**src/rtl/aes_result_sender_if.sv**
```systemverilog
// Result-in and byte-stream-out handshake bundle of aes_result_sender.
// The slave modport is the sender's view; master is the datapath/consumer side.
interface aes_result_sender_if #(
    parameter int STATE_BYTES = 16
);
    logic                       res_valid;
    logic                       res_ready;
    logic [8*STATE_BYTES-1:0]   res_cipher;
    logic [8*STATE_BYTES-1:0]   res_plain;
    logic [8*STATE_BYTES-1:0]   res_expect;
    logic                       res_eom;
    logic                       tx_valid;
    logic                       tx_ready;
    logic [7:0]                 tx_byte;
    logic                       tx_last;
    logic                       tx_eom;

    modport slave (
        input  res_valid, res_cipher, res_plain, res_expect, res_eom, tx_ready,
        output res_ready, tx_valid, tx_byte, tx_last, tx_eom
    );

    modport master (
        output res_valid, res_cipher, res_plain, res_expect, res_eom, tx_ready,
        input  res_ready, tx_valid, tx_byte, tx_last, tx_eom
    );
endinterface

```
**src/rtl/aes_result_sender.sv**
```systemverilog
// Buffers AES results, flags plaintext mismatches and serializes each result
// as a {cipher, plain, status} byte element onto a valid/ready stream.
module aes_result_sender #(
    parameter int FIFO_DEPTH  = 4,
    parameter int STATE_BYTES = 16,
    parameter int COUNT_WIDTH = 16
) (
    input  logic                   clock,
    input  logic                   reset,
    aes_result_sender_if.slave     bus,
    output logic [COUNT_WIDTH-1:0] mismatch_count,
    output logic                   done
);
    localparam int SW        = 8 * STATE_BYTES;
    localparam int LAST_IDX  = 2 * STATE_BYTES;
    localparam int NUM_BYTES = LAST_IDX + 1;
    localparam int IW        = $clog2(NUM_BYTES);
    localparam int PW        = $clog2(FIFO_DEPTH);
    localparam int CW        = $clog2(FIFO_DEPTH + 1);
    localparam int EW        = 2 * SW + 2;

    typedef enum logic [1:0] {IDLE, LOAD, SEND, DONE} state_t;

    state_t                 state_reg, state_next;
    logic [IW-1:0]          idx_reg, idx_next;
    logic                   tx_valid_reg, tx_valid_next;
    logic [7:0]             tx_byte_reg, tx_byte_next;
    logic                   tx_last_reg, tx_last_next;
    logic                   tx_eom_reg, tx_eom_next;
    logic                   done_reg, done_next;
    logic                   eom_seen_reg;
    logic                   ready_en_reg;
    logic [COUNT_WIDTH-1:0] mismatch_count_reg;

    logic [EW-1:0]          fifo_mem [FIFO_DEPTH];
    logic [PW-1:0]          wr_ptr_reg, rd_ptr_reg;
    logic [CW-1:0]          count_reg;
    logic [EW-1:0]          hold_reg;

    logic                   fifo_full, fifo_empty, res_ready, push, pop, mism_in;
    logic [IW-1:0]          idx_inc;
    logic [7:0]             lane [NUM_BYTES];

    assign fifo_full  = (count_reg == CW'(FIFO_DEPTH));
    assign fifo_empty = (count_reg == '0);
    // ready_en keeps res_ready low through the first edge after reset
    assign res_ready  = ready_en_reg && !fifo_full && !eom_seen_reg && !done_reg;
    assign push       = bus.res_valid && res_ready;
    assign mism_in    = (bus.res_plain != bus.res_expect);
    assign idx_inc    = idx_reg + IW'(1);

    always_ff @(posedge clock) begin
        if (push)
            fifo_mem[wr_ptr_reg] <= {bus.res_cipher, bus.res_plain, mism_in, bus.res_eom};
    end

    always_ff @(posedge clock) begin
        if (pop)
            hold_reg <= fifo_mem[rd_ptr_reg];
    end

    // Byte lanes of the held entry in transmit order, status byte last
    generate
        for (genvar gi = 0; gi < STATE_BYTES; gi++) begin : g_lane
            assign lane[gi]               = hold_reg[EW-1-8*gi -: 8];
            assign lane[STATE_BYTES + gi] = hold_reg[SW+1-8*gi -: 8];
        end
    endgenerate
    assign lane[LAST_IDX] = {7'b0, hold_reg[1]};

    always_comb begin
        state_next    = state_reg;
        idx_next      = idx_reg;
        tx_valid_next = tx_valid_reg;
        tx_byte_next  = tx_byte_reg;
        tx_last_next  = tx_last_reg;
        tx_eom_next   = tx_eom_reg;
        done_next     = done_reg;
        pop           = 1'b0;
        case (state_reg)
            IDLE: begin
                tx_valid_next = 1'b0;
                tx_last_next  = 1'b0;
                tx_eom_next   = 1'b0;
                if (!fifo_empty) begin
                    pop        = 1'b1;
                    state_next = LOAD;
                end
            end
            LOAD: begin
                idx_next      = '0;
                tx_valid_next = 1'b1;
                tx_byte_next  = lane[0];
                tx_last_next  = 1'b0;
                tx_eom_next   = 1'b0;
                state_next    = SEND;
            end
            SEND: begin
                if (tx_valid_reg && bus.tx_ready) begin
                    if (idx_reg == IW'(LAST_IDX)) begin
                        tx_valid_next = 1'b0;
                        tx_last_next  = 1'b0;
                        tx_eom_next   = 1'b0;
                        if (hold_reg[0]) begin
                            state_next = DONE;
                            done_next  = 1'b1;
                        end else if (!fifo_empty) begin
                            pop        = 1'b1;
                            state_next = LOAD;
                        end else begin
                            state_next = IDLE;
                        end
                    end else begin
                        idx_next     = idx_inc;
                        tx_byte_next = lane[idx_inc];
                        tx_last_next = (idx_inc == IW'(LAST_IDX));
                        tx_eom_next  = (idx_inc == IW'(LAST_IDX)) && hold_reg[0];
                    end
                end
            end
            DONE: begin
                tx_valid_next = 1'b0;
                done_next     = 1'b1;
            end
            default: state_next = IDLE;
        endcase
    end

    always_ff @(posedge clock) begin
        if (reset) begin
            state_reg          <= IDLE;
            idx_reg            <= '0;
            tx_valid_reg       <= 1'b0;
            tx_byte_reg        <= '0;
            tx_last_reg        <= 1'b0;
            tx_eom_reg         <= 1'b0;
            done_reg           <= 1'b0;
            eom_seen_reg       <= 1'b0;
            ready_en_reg       <= 1'b0;
            mismatch_count_reg <= '0;
            wr_ptr_reg         <= '0;
            rd_ptr_reg         <= '0;
            count_reg          <= '0;
        end else begin
            state_reg    <= state_next;
            idx_reg      <= idx_next;
            tx_valid_reg <= tx_valid_next;
            tx_byte_reg  <= tx_byte_next;
            tx_last_reg  <= tx_last_next;
            tx_eom_reg   <= tx_eom_next;
            done_reg     <= done_next;
            ready_en_reg <= 1'b1;
            if (push && bus.res_eom)
                eom_seen_reg <= 1'b1;
            if (push && mism_in && (mismatch_count_reg != '1))
                mismatch_count_reg <= mismatch_count_reg + COUNT_WIDTH'(1);
            if (push)
                wr_ptr_reg <= wr_ptr_reg + PW'(1);
            if (pop)
                rd_ptr_reg <= rd_ptr_reg + PW'(1);
            if (push && !pop)
                count_reg <= count_reg + CW'(1);
            else if (pop && !push)
                count_reg <= count_reg - CW'(1);
        end
    end

    assign bus.res_ready  = res_ready;
    assign bus.tx_valid   = tx_valid_reg;
    assign bus.tx_byte    = tx_byte_reg;
    assign bus.tx_last    = tx_last_reg;
    assign bus.tx_eom     = tx_eom_reg;
    assign mismatch_count = mismatch_count_reg;
    assign done           = done_reg;
endmodule

```
**src/flat_wrapper.sv**
```systemverilog
// flat-port wrapper written by rule: the top's interface ports become plain ports
module aes_result_sender_flat 
#(
    parameter int FIFO_DEPTH  = 4,
    parameter int STATE_BYTES = 16,
    parameter int COUNT_WIDTH = 16
)
  (clock, reset, mismatch_count, done, bus_res_valid, bus_res_cipher, bus_res_plain, bus_res_expect, bus_res_eom, bus_tx_ready, bus_res_ready, bus_tx_valid, bus_tx_byte, bus_tx_last, bus_tx_eom);
  aes_result_sender_if #(.STATE_BYTES(STATE_BYTES)) bus_i ();
  input  logic clock;
  input  logic reset;
  output logic [COUNT_WIDTH-1:0] mismatch_count;
  output logic done;
  input wire logic [$bits(bus_i.res_valid)-1:0] bus_res_valid;
  input wire logic [$bits(bus_i.res_cipher)-1:0] bus_res_cipher;
  input wire logic [$bits(bus_i.res_plain)-1:0] bus_res_plain;
  input wire logic [$bits(bus_i.res_expect)-1:0] bus_res_expect;
  input wire logic [$bits(bus_i.res_eom)-1:0] bus_res_eom;
  input wire logic [$bits(bus_i.tx_ready)-1:0] bus_tx_ready;
  output wire logic [$bits(bus_i.res_ready)-1:0] bus_res_ready;
  output wire logic [$bits(bus_i.tx_valid)-1:0] bus_tx_valid;
  output wire logic [$bits(bus_i.tx_byte)-1:0] bus_tx_byte;
  output wire logic [$bits(bus_i.tx_last)-1:0] bus_tx_last;
  output wire logic [$bits(bus_i.tx_eom)-1:0] bus_tx_eom;
  assign bus_i.res_valid = bus_res_valid;
  assign bus_i.res_cipher = bus_res_cipher;
  assign bus_i.res_plain = bus_res_plain;
  assign bus_i.res_expect = bus_res_expect;
  assign bus_i.res_eom = bus_res_eom;
  assign bus_i.tx_ready = bus_tx_ready;
  assign bus_res_ready = bus_i.res_ready;
  assign bus_tx_valid = bus_i.tx_valid;
  assign bus_tx_byte = bus_i.tx_byte;
  assign bus_tx_last = bus_i.tx_last;
  assign bus_tx_eom = bus_i.tx_eom;
  aes_result_sender #(.FIFO_DEPTH(FIFO_DEPTH), .STATE_BYTES(STATE_BYTES), .COUNT_WIDTH(COUNT_WIDTH)) u_core (.clock(clock), .reset(reset), .bus(bus_i), .mismatch_count(mismatch_count), .done(done));
endmodule
```
**config.mk**
```make
export PLATFORM = sky130hd
export DESIGN_NAME = aes_result_sender_flat
export DESIGN_NICKNAME = d
export VERILOG_FILES = /design/src/rtl/aes_result_sender_if.sv /design/src/rtl/aes_result_sender.sv /design/src/flat_wrapper.sv
export SDC_FILE = /design/constraint.sdc
export NUM_CORES = 1
export LEC_CHECK = 0
export ABC_AREA = 0
export BUFFER_PORTS_ARGS = -buffer_cell sky130_fd_sc_hd__buf_2
export CAP_MARGIN = 25
export CORE_ASPECT_RATIO = 0.75
export CORE_UTILIZATION = 40
export CTS_CLUSTER_DIAMETER = 60
export CTS_CLUSTER_SIZE = 8
export DETAILED_ROUTE_END_ITERATION = 8
export PLACE_DENSITY = 0.53
export SYNTH_ARGS = -nofsm -noshare
export SYNTH_HDL_FRONTEND = slang
export SYNTH_SLANG_ARGS = --single-unit
```
**constraint.sdc**
```tcl
create_clock -name clock -period 18.6 [get_ports clock]
set_clock_uncertainty 0.05 [all_clocks]
set_input_delay 0.93 -clock clock [delete_from_list [all_inputs] [get_ports clock]]
set_output_delay 0.93 -clock clock [all_outputs]
set_load 0.02 [all_outputs]
```
==> results of run 1 <==
-- logic make-up after synthesis --
kind of cell / count (synthesis) / share of synthesized area, %
simple gates: 232 / 2.28
xor+xnor: 141 / 2.44
fa+ha+maj: 16 / 0.411
compound gates: 85 / 1.09
mux: 327 / 14.5
flops: 1335 / 78.4
buf+inv: 108 / 0.877
-- worst max path at each step --
stage / start / end / slack, ns
2_1_floorplan: u_core.idx_reg[0] / u_core.count_reg[2] / 4.45
3_3_place_gp: u_core.idx_reg[0] / u_core.hold_reg[30] / 13.34
3_5_place_dp: u_core.idx_reg[0] / u_core.hold_reg[19] / 13.18
4_1_cts: u_core.idx_reg[0] / u_core.hold_reg[22] / 13.20
5_1_grt: u_core.idx_reg[0] / u_core.hold_reg[22] / 12.88
6_report: u_core.idx_reg[0] / u_core.hold_reg[29] / 13.29
-- final cells by class --
cell class / count / area [sq um]
clock inverter: 13 / 116
antenna: 3 / 7.51
clock buffer: 235 / 4950
sequential: 1335 / 39600
tap: 1653 / 2070
multi-input combinational: 801 / 10500
inverter: 14 / 52.6
timing repair buffer: 459 / 2540
fill: 10145 / 64900
-- per-stage QoR --
| step | util, % | total power (W) | hold WS, ns | setup slack [ns] | cells |
|---|---|---|---|---|---|
| 2_1_floorplan | - | 0.00502 | 0.430 | 4.45 | 2244 |
| 3_3_place_gp | 43.8 | 0.00540 | 0.416 | 13.34 | 4254 |
| 3_5_place_dp | 43.9 | 0.00543 | 0.438 | 13.18 | 4260 |
| 4_1_cts | 47.9 | 0.00844 | 0.252 | 13.20 | 4508 |
| 5_1_grt | 48.0 | 0.00866 | 0.280 | 12.88 | 4510 |
| 6_report | 48.0 | 0.00835 | 0.323 | 13.29 | 4513 |
-- synth_stat cells (2+ instances only) --
master     count  area (sq um)
o2111ai_1      2          17.5
a311oi_1       7          61.3
o21a_1         4          30.0
or4_1          2          15.0
nor2b_1        2          12.5
o21ai_0       13          65.1
clkbuf_1      47           176
a21oi_1       33           165
nand2_1       77           289
a31oi_1        8          50.1
dfxtp_1       45           901
nand3_1       28           140
nor3_1         4          20.0
and3_1        24           150
or3_1         11          68.8
nand4_1       38           238
xnor2_1      133          1160
xor2_1         8          70.1
nor4_1         9          56.3
inv_1         14          52.6
buf_1         23          86.3
nor2_1        31           116
ha_1          15           188
edfxtp_1    1290         38700
o22ai_1        7          43.8
buf_4          3          22.5
mux4_2       322          7250
mux2i_1        5          50.1
a22oi_1        2          15.0
o31ai_1        2          15.0
buf_2         21           105
-- routing by layer --
metal  routed length, microns  share of wire, %
met1                    60300                46
met2                    59000                45
met3                     8230               6.3
met4                     2530               1.9
met5                      100             0.077
-- layout by cell type, fill, tap and decap left out, types with 5 or more instances in the layout --
cell type	Yosys	routed
mux4_2	322	322
xnor2_1	133	131
dfxtp_1	45	42
clkbuf_1	47	43
and3_1	24	20
nand3_1	28	28
nor2_1	31	30
mux2i_1	5	5
clkbuf_16	0	191
a31oi_1	8	8
nand2_1	77	77
xor2_1	8	5
or3_1	11	11
edfxtp_1	1290	1290
inv_1	14	14
a311oi_1	7	7
ha_1	15	14
o22ai_1	7	7
nor4_1	9	9
buf_2	21	417
o21ai_0	13	13
a21oi_1	33	33
nand4_1	38	38
buf_4	3	32
-- where the power goes --
group / total [W] / switching (W) / internal [W]
Sequential: 0.00405 / 0.000170 / 0.00387
Clock: 0.00299 / 0.00117 / 0.00182
Combinational: 0.00131 / 0.000765 / 0.000542
-- worst register-to-register path, cell delays in order, from the launching register on --
cell,delay (ns)
dfxtp_4,0.60
inv_1,0.27
ha_4,0.15
nor2b_1,0.15
and3_1,0.27
a41oi_1,0.19
nor2_4,0.51
buf_4,0.72
buf_4,0.97
buf_4,0.96
==> impl_results.md, run 1 <==
* CP delay by family, top: buffers and inverters
* Overall Global Routing Usage at 20.5%
* Worst hold path endpoint: u_core.fifo_mem[3][159]
* Final setup violation count at 0
* Finished Cell Area at 0.0599 sq mm
* Layer with the highest usage: met1
* Grt ovf at 0
* Initial core utilization at 40.5%
* Hold depth at 1
* Routed via count at approximately 25k
* Critical R2R Capture: u_core.hold_reg[29]
* Wire length per cell at 28.8 microns
* Global-route wire length before repair at 184000 microns
* Period utilization at approximately 29%
* Final Hold Viols at 0
* Post-DR vias/cell at 5.51
* Outcome: finished clean
* Met3 Usage GRT at under 10%
* Max-slew violations at 0
* Critical path depth at 9
* Netlist cell types at 45
* Max VDD drop at 0.0000920 V
* Cells after Synth at 2244
* Worst EP arrival at 5.64 ns
* Root Buffer: clkbuf_16
* P per Cell Area at 139 mW/mm^2
* Layout cells sized above 1 at 35.0%
* Kind of critical path: register to register
* Largest net degree at the start of global routing at about 120
* Startpoint types: register
* Max-cap violations at 0
* Reg2reg start: u_core.idx_reg[0]
* Max Clk Rate at 188 MHz
* Worst min path class: primary input to register
* H-tree levels at 4
* Type of element capturing the critical path: register
* Pre-antenna DRT Iters at 5
* Top FF cell, synth: edfxtp_1
* Area Overhead vs Synth at 18.6%
* Grt met1 use at 30.9%
* Total CTS buffers at 186
* CP bufs+invs at 4
* Post-DP HPWL at 83800 microns
* Post-Syn Nets at 2649
* Worst-path fanout max at 71
* Global placement routability congestion at 0.785
* Worst R2R Path Depth at 9
* Total Neg Setup Slack at 0 ns
* CTS Sinks at 1335
* Met2 Use GR at 30.3%
* Worst path cell trace: inv_1, ha_4, nor2b_1, and3_1, a41oi_1, nor2_4, buf_4, buf_4, buf_4
* Mean Syn Cell Area at 22.5 sq um
* Post-synthesis register bit count at 1335
* Drt total wl at 130000 microns
* Leakage at 19.3 nW
* CP most frequent cell: buf_4
* Die Area at 0.128 sq mm
* Final nets at 3202
* Vias in the first global route at 25.2k
* DRC at 0
* Sequential area share after synthesis at 78.4%
* Worst path max stage delay at 0.92 ns
* Worst-Margin Slew at roughly 1.1 ns
* Post-DP Area at 0.0548 sq mm
* Netlist Area Pre-Place at 0.0505 sq mm
* Die X-Extent at 412 microns
* ANT nets after route at 0
* Hold Crit Start: bus_res_cipher[29]
* Site Rows at 112
* Hold Buf Count CTS at 0
* Core area at about 0.12 sq mm
* Minimum clock period at roughly 5.3 ns
* Boundary pin count at ~420
* Post-CTS Resized at 0
* Required time worst endpoint at 18.92 ns
* CTS tree: done
* Slew HR at between 20% and 30%
* Clock buffer depth at 3
* Setup Fix Bufs, Post-CTS at 0
* Ys Warns at 0
* Initial antenna violation count at 31
* Worst-path clk slew at 0.05 ns
* Critical-path top delay cell: buf_4
* DRT iter0 DRCs at 2083
* Post-synth EDFFs at 1290
* FF-to-FF setup slack at between 10 and 15 ns
* Die H at 310 microns
* Port buffer count at approximately 420
* Worst skew pair latency at 0.77 ns
* Max reg flops at 1032
* FFs w/ async S/R, synth at 0%
* RSZ-0062 raised after global routing: false
Power figures use the tool's default switching activity.
==> inputs of run 2 (changes only) <==
- ABC_AREA: 0 -> 1
- PLACE_DENSITY: 0.53 -> 0.55
- clock period: 18.6 -> 4.81 ns (I/O delays scaled with it)
==> run 2 against run 1 <==
  * Die area grew 3.0%
  * Sequential share of layout area shrank 4.2 points
  * Global-route usage grew 1.3 points
  * Clock power grew to 3.9 times the previous value
  * Largest cell class unchanged
  * Highest routed layer unchanged
  * Critical path depth grew 3
==> impl_results.md, run 2 <==
* Outcome: finished clean
* Share of power burned in registers at ~47%
* Post-synthesis register bit count at 1335
* Netlist cell types at 40
* Grt ovf at 0
* P per Cell Area at about 540 mW/mm^2
* CP bufs+invs at 2
* Metal-1 WL at 65000 microns
* Metal3 WL at 10500 microns
* Placed Cells at 5851
* Top post-synthesis cells by count: edfxtp_1, nor2_1, o21ai_0
* Top-count cell post-synth: edfxtp_1
* Max-slew violations at 0
* CTS tree: done
* Non-filler cells in the finished layout at 6350
* Cells after Synth at 3870
* ANT nets after route at 0
* Die Area at 0.132 sq mm
* Finished Cell Area at approximately 0.064 sq mm
* Max-cap violations at 0
* Max reg flops at 1032
* Boundary pin count at around 420
* Worst skew pair latency at 0.79 ns
* Drt total wl at 145000 microns
* Most frequent cells in the layout: edfxtp_1, nor2_1, o21ai_0, buf_2, o22ai_1
* Worst EP arrival at 4.39 ns
* Crit. Startpoint: u_core.idx_reg[0]
* Worst min path class: primary input to register
* Psw at between 0.01 and 0.015 W
* Worst-path clk slew at 0.05 ns
* Routed via count at 33.6k
* Global placement routability congestion at about 0.83
* Ys Warns at 0
* Post-synth top area cell: edfxtp_1
* Type of element capturing the critical path: register
* Sequential area share after synthesis at 76.1%
* CP delay by family, top: buffers and inverters
* FFs w/ async S/R, synth at 0%
* Final setup violation count at 0
* Post-DP HPWL at 88600 microns
* Power Internal at around 0.024 W
* Period utilization at 77.4%
* Die X-Extent at 419 microns
* Final Hold Viols at 0
* Total CTS buffers at roughly 190
* Largest net degree at the start of global routing at 186
* Worst-Margin Slew at 1.11 ns
* Post-DR vias/cell at 5.29
* Area Overhead vs Synth at 22.9%
* DRT iter0 DRCs at 3252
* Die H at 314 microns
* Startpoint types: register
* Kind of critical path: register to register
* Minimum clock period at about 3.7 ns
* Site Rows at 114
* DRC at 0
* Total Neg Setup Slack at 0 ns
* Initial antenna violation count at 7
* Clock Power Share at 33.9%
* Critical-path top delay cell: ha_4
* Port buffer count at 417
* Netlist Area Pre-Place at 0.0521 sq mm
* Yosys top cell area share at 74.4%
* Max Clk Rate at 268 MHz
* Mean Syn Cell Area at 13.5 sq um
* Core area at ~0.13 sq mm
* Root Buffer: clkbuf_16
* Reg2reg start: u_core.idx_reg[0]
* Max VDD drop at 0.000443 V
* Hold Crit Start: bus_tx_ready
* Post-DP Area at 0.0562 sq mm
* Worst-path fanout max at around 130
* Post-Syn Nets at 4275
* RSZ-0062 raised after global routing: false
* Slew HR at approximately 26%
* Final nets at 4965
* Max Used Layer: met5
* Required time worst endpoint at 5.47 ns
* Worst path max stage delay at slightly below 0.9 ns
* Leakage at around 22 nW
* Initial core utilization at 40.4%
* Clock buffer depth at 3
* Wire length per cell at 22.9 microns
* CP most frequent cell: nand3_1
* Post-synth EDFFs at 1290
* Commonest non-fill, non-tap cell in the layout: edfxtp_1
* Hold Buf Count CTS at 260
* Top FF cell, synth: edfxtp_1
* Setup Fix Bufs, Post-CTS at 0
* Routed length on met2 at 67000 microns
* Worst path cell trace: inv_6, ha_4, inv_2, nor2_1, o21ai_0, nand3_1, nand3_1, nand3_1, nand3_1, nand2_1, nand2_1, a21oi_1
* CTS Sinks at 1335
* Net Sw Frac at between 30 and 40%
* Vias in the first global route at 31.6k
* Overall Global Routing Usage at between 20% and 30%
* Pre-antenna DRT Iters at 6
* Global-route wire length before repair at 212000 microns
* Post-CTS Resized at 0
* Layout cells sized above 1 at 15.4%
* Synth area leaders: edfxtp_1, o21ai_0, nor2_1
* Logic gate share of total power at between 10% and 20%
* Hold Worst Slack at around 0.13 ns
* H-tree levels at 4
==> run 2: logic make-up after synthesis <==
kind of cell | after synthesis | synth area share, %
and+or+nand+nor | 1027 | 7.70
adders and majority gates | 16 | 0.399
xor gates and xnor gates | 133 | 2.30
buffers and inverters | 310 | 2.36
AOI/OAI and AO/OA | 1049 | 11.1
DFF | 1335 | 76.1
==> run 2: power by group through the flow <==
stage	Combinational [W]	Sequential, W	Clock [W]
global placement	0.00644	0.0164	0
CTS	0.00669	0.0162	0.0120
global route	0.00724	0.0163	0.0124
detailed placement	0.00648	0.0164	0
floorplan	0.00375	0.0161	0
finish	0.00660	0.0163	0.0118
==> run 2: metrics by stage <==
step,setup slack (ns),power (W),utilization (%)
final,1.09,0.0346,49.6
after CTS,1.12,0.0348,49.6
after detailed placement,1.13,0.0228,43.6
after global placement,1.20,0.0229,43.6
after floorplan,-2.03,0.0198,-
after global routing,0.761,0.0360,49.6
==> run 2: cell type report <==
type                       count  area [sq um]
fill                       11155         64900
sequential                  1335         39700
multi-input combinational   2225         11300
timing repair buffer         733          5450
clock buffer                 220          4850
tap                         1740          2180
inverter                      79           317
clock inverter                14           264
antenna                        4          10.0
==> run 2: routing by layer <==
layer | vias to the layer above | global-route usage (%)
li1 | 15614 | -
met1 | 16692 | 31.1
met2 | 1124 | 33.6
met3 | 191 | 5.07
met4 | 2 | 6.00
met5 | - | 0
==> run 2: final timing paths <==
| kind | to | slack (ns) | depth (start not counted) |
|---|---|---|---|
| max | u_core.bus.tx_byte[0] | 1.09 | 12 |
| min | u_core.idx_reg[3] | 0.13 | 5 |
| max reg2reg | u_core.bus.tx_byte[0] | 1.09 | 12 |
| min reg2reg | u_core.bus.tx_last | 0.42 | 2 |
==> run 2: worst register-to-register path: cells and delay by family (launching register included) <==
kind | cells | cell delay [ns]
buffers and inverters | 2 | 1.25
adders and majority gates | 1 | 0.92
and+or+nand+nor | 7 | 0.85
DFF | 1 | 0.37
AOI/OAI and AO/OA | 2 | 0.20
